$ cat src/rtl/oddr_2.sv
// oddr_2: single-clock DDR output register; rising edge = phase 0, falling edge = phase 1.
// Define ODDR_ALIGN_EN to compile in the "C0"/"C1" capture alignment modes.
module oddr_2 #(
    parameter logic  INIT          = 1'b0,
    parameter string DDR_ALIGNMENT = "NONE"
) (
    input  logic clk_in,
    input  logic reset_in,
    input  logic set_in,
    input  logic ce_in,
    input  logic d0_in,
    input  logic d1_in,
    output logic q_out
);

    logic r0_q = INIT;
    logic r1_q = INIT;
    logic r0_d;
    logic r1_d;
    logic src0;
    logic src1;

`ifdef ODDR_ALIGN_EN
    localparam bit ALIGN_C0 = (DDR_ALIGNMENT == "C0");
    localparam bit ALIGN_C1 = (DDR_ALIGNMENT == "C1");

    // Other-phase data held from the shared capture edge until its own edge.
    logic cap_q = INIT;
    logic cap_d;

    always_comb begin
        cap_d = cap_q;
        if (reset_in)
            cap_d = 1'b0;
        else if (set_in)
            cap_d = 1'b1;
        else if (ce_in)
            cap_d = ALIGN_C1 ? d0_in : d1_in;
    end

    generate
        if (ALIGN_C1) begin : g_cap_fall
            always_ff @(negedge clk_in) cap_q <= cap_d;
        end else begin : g_cap_rise
            always_ff @(posedge clk_in) cap_q <= cap_d;
        end
    endgenerate

    assign src0 = ALIGN_C1 ? cap_q : d0_in;
    assign src1 = ALIGN_C0 ? cap_q : d1_in;
`else
    // Alignment modes are not built; every DDR_ALIGNMENT value acts as "NONE".
    generate
        if (DDR_ALIGNMENT != "NONE") begin : g_align_as_none
        end
    endgenerate

    assign src0 = d0_in;
    assign src1 = d1_in;
`endif

    always_comb begin
        r0_d = r0_q;
        if (reset_in)
            r0_d = 1'b0;
        else if (set_in)
            r0_d = 1'b1;
        else if (ce_in)
            r0_d = src0;
    end

    always_comb begin
        r1_d = r1_q;
        if (reset_in)
            r1_d = 1'b0;
        else if (set_in)
            r1_d = 1'b1;
        else if (ce_in)
            r1_d = src1;
    end

    always_ff @(posedge clk_in) begin
        r0_q <= r0_d;
    end

    always_ff @(negedge clk_in) begin
        r1_q <= r1_d;
    end

    assign q_out = clk_in ? r0_q : r1_q;

endmodule

$ cat config.mk
export PLATFORM = sky130hd
export DESIGN_NAME = oddr_2
export DESIGN_NICKNAME = d
export VERILOG_FILES = /design/src/rtl/oddr_2.sv
export SDC_FILE = /design/constraint.sdc
export NUM_CORES = 1
export LEC_CHECK = 0
export ABC_AREA = 1
export BUFFER_PORTS_ARGS = -buffer_cell sky130_fd_sc_hd__clkbuf_2
export CAP_MARGIN = 10
export CORE_AREA = 10 10 47 49
export CTS_CLUSTER_DIAMETER = 120
export DETAILED_ROUTE_END_ITERATION = 8
export DIE_AREA = 0 0 57 59
export GPL_ROUTABILITY_DRIVEN = 0
export GPL_TIMING_DRIVEN = 1
export PLACE_DENSITY = 0.3
export SLEW_MARGIN = 5
export SYNTH_ARGS = -nofsm -noshare
export SYNTH_HDL_FRONTEND = slang
export SYNTH_SLANG_ARGS = --single-unit
$ cat constraint.sdc
create_clock -name clk_in -period 1 [get_ports clk_in]
set_clock_uncertainty 0.15 [all_clocks]
set_input_delay 0.15 -clock clk_in [delete_from_list [all_inputs] [get_ports clk_in]]
set_output_delay 0.15 -clock clk_in [all_outputs]
set_load 0.02 [all_outputs]
======== After elaboration in Yosys (flattened, before gate mapping) ========
Cells that the tools add are included.
word-level totals
  bits in registers ....................... 2
  input bits .............................. 6
  output and inout bits ................... 1
  word-level logic and storage cells ...... 8
cells by class
  multiplexer cells ....................... 5
  reductions and logical operators ........ 1
operator list
  cell               number
  $mux 1             5
  $reduce_bool 2->1  1

======== Logic depth before layout (Yosys ltp) ========
  depth after elaboration ................. 2
  mapped depth ............................ 4
  gate-level depth less buffers ........... 4

==> flow_summary.ini <==
[outcome]
outcome = complete, but fails checks
violations = setup timing

[drt]
ant_nets = 0
via_count = 156
wl_met2_um = 158
wl_um = 412
route.met3.wl_um = 77
route.top_layer_used = met3
routedWlPerCell_um = 7.774
met1_length_um = 176
drc = 0
viasPerCell = 2.943
drtIter0Drc = 1
drt-pass1-iter-count = 2

[pwr]
static-leakage-power_uw = 0.0001658
max-vdd-ir-drop_mv = 0.7280
power.density_nw_per_um2 = 3600

[synthesis]
synth-seq-cells = 2
synth.most_common_cell = nor2_1
synth_cell_types = 5
yosys.area.top_type = dfxtp_1
synth_nets = 24
syn_inst = 18
synth_commonest_cells = 6 x nor2_1, 5 x nand2_1, 4 x inv_1, 2 x dfxtp_1, 1 x o21ai_0
synth-edff-count = 0
synth.avg_cell_area_sq_um = 5.630
async_flop_share = 0
synth_area_sq_um = 101.3
synth-seq-area-share = 0.3951
synth_area_leaders = dfxtp_1 40%, nor2_1 22%, nand2_1 19%, inv_1 15%, o21ai_0 4.9%
ys_warn_count = 0
synth_top_area_frac = 0.3951
ys.flop_type = dfxtp_1

[grt]
grt_max_degree = 4
overflow = 0
grt_first_pass_wirelength_um = 793
grt_util_all_layers = 0.03798
antenna_found_initial = 0
grt_pass1_vias = 258

[critical_path]
arrival_ps = 1480
r2r_cells = 4
worst-path-buf-inv = 2
startpoint_type = flop
critPathRequiredTime_ps = 700
rrSetupSlack_ps = 190
crit_cells = 3
path_class = reg -> out
cp-end-kind = output port
slowest_stage = dfxtp_2
reg2reg_from = r1_q
r2r_end = r1_q
path_max_fanout = 2
worstSetupStartpoint = r1_q
path_cells = inv_2 -> o21ai_4 -> buf_8
path_delay_family = flip-flops
critPathMaxStageDelay_ps = 310
endpoint = q_out

[timing]
slew_headroom = 0.9227
setup-violations-final = 3
setup_ws_ps = -784.3
slew_violations = 0
grt_setup_unrepaired = yes
tightest_slew_ps = 115.6
hold_viol = 0
fin_setup_tns_ps = -784.3

[final_layout]
final_nets = 43
antenna_cells = 0
areaGrowthSynthToFinish_pct = 195.1
layout-drive-gt1-share = 0.5405
final_cell_area_sq_um = 299.0

[clocking]
clk_latency_ps = 340
cts_tree = built
clk_pin_slew_ps = 40
postCtsSetupRepairBufs = 0

[run]
cap_violations = 0

[floorplan]
row_count = 14
io_pins = 7
coreArea_sq_um = 1401
die_area_sq_um = 3363
fp.dieH_um = 59
start_util = 0.07232
chipWidth_um = 57

[worst_hold_path]
min-delay-start = set_in
hp-class = in -> reg

[placed_design]
dp_hpwl_um = 286.9
port_buffers = 6
post-place-ws_ps = -399.8
dpl_cell_area_sq_um = 178.9
[state kept, by name, summed over array words and instances, names as in the netlist]
name	cells
r0_q	1
r1_q	1
[worst register-to-register path: cells and delay by family, from the launching register on]
family / cells / cell delay [ps]
simple gates: 3 / 180
flops: 1 / 300
buf+inv: 1 / 60
[through the flow]
step | std cells | hold slack (ps) | util | power, uW
after CTS | 54 | 97.05 | 0.2179 | 1099
after detailed placement | 42 | 173.0 | 0.1277 | 249.0
after global placement | 42 | 172.9 | 0.1277 | 248.9
final | 53 | 2.456 | 0.2134 | 1077
after floorplan | 18 | 62.98 | - | 206.7
after global routing | 53 | 47.00 | 0.2134 | 1157
[cells by family after synthesis]
| family | count (synthesis) | synth area share |
|---|---|---|
| and+or+nand+nor | 11 | 0.4074 |
| AOI/OAI and AO/OA | 1 | 0.04934 |
| DFF | 2 | 0.3951 |
| buffers and inverters | 4 | 0.1481 |
[report_power, final]
group / switching (uW) / total [uW] / internal [uW]
Combinational: 17.8 / 41.9 / 24.1
Clock: 243 / 945 / 701
Sequential: 2.56 / 90.3 / 87.7
[per-layer routing]
metal	global-route usage	vias to the layer above
met2	0.02791	7
met4	0.07718	0
li1	-	87
met1	0.02130	62
met3	0.06223	0
met5	0	-
[worst min-delay path by stage]
stage | endpoint | slack, ps | cells after the start
2_1_floorplan | q_out | 60 | 1
3_3_place_gp | q_out | 170 | 2
3_5_place_dp | q_out | 170 | 2
4_1_cts | r0_q | 100 | 5
5_1_grt | r0_q | 50 | 5
6_report | r0_q | 2 | 5
[what timing repair did]
action | 4_1_cts | 5_1_grt
endpoints found under the setup margin | 3 | 4
endpoints found under the hold margin | 1 | 0
hold buffers | 3 | 0
gates resized for setup | 3 | 2
pin swaps | 0 | 2
[placed cells by master (no fill, tap or decap)]
cell type / n
clkbuf_4: 7
nor2_1: 6
nand2_1: 5
clkbuf_2: 5
inv_1: 3
buf_4: 2
dfxtp_2: 2
inv_2: 1
o21ai_4: 1
bufinv_16: 1
clkbuf_1: 1
dlygate4sd3_1: 1
dlymetal6s4s_1: 1
buf_8: 1
[area by class of cell]
cell class / count / area, sq um
well taps: 16 / 20.02
repair buffers: 9 / 62.56
inverters: 3 / 11.26
clock inverters: 2 / 33.78
multi-input cells: 12 / 57.56
flip-flops and latches: 2 / 42.54
clock buffers: 9 / 71.32
fillers: 170 / 1102
(Power assumes the default switching activity.)
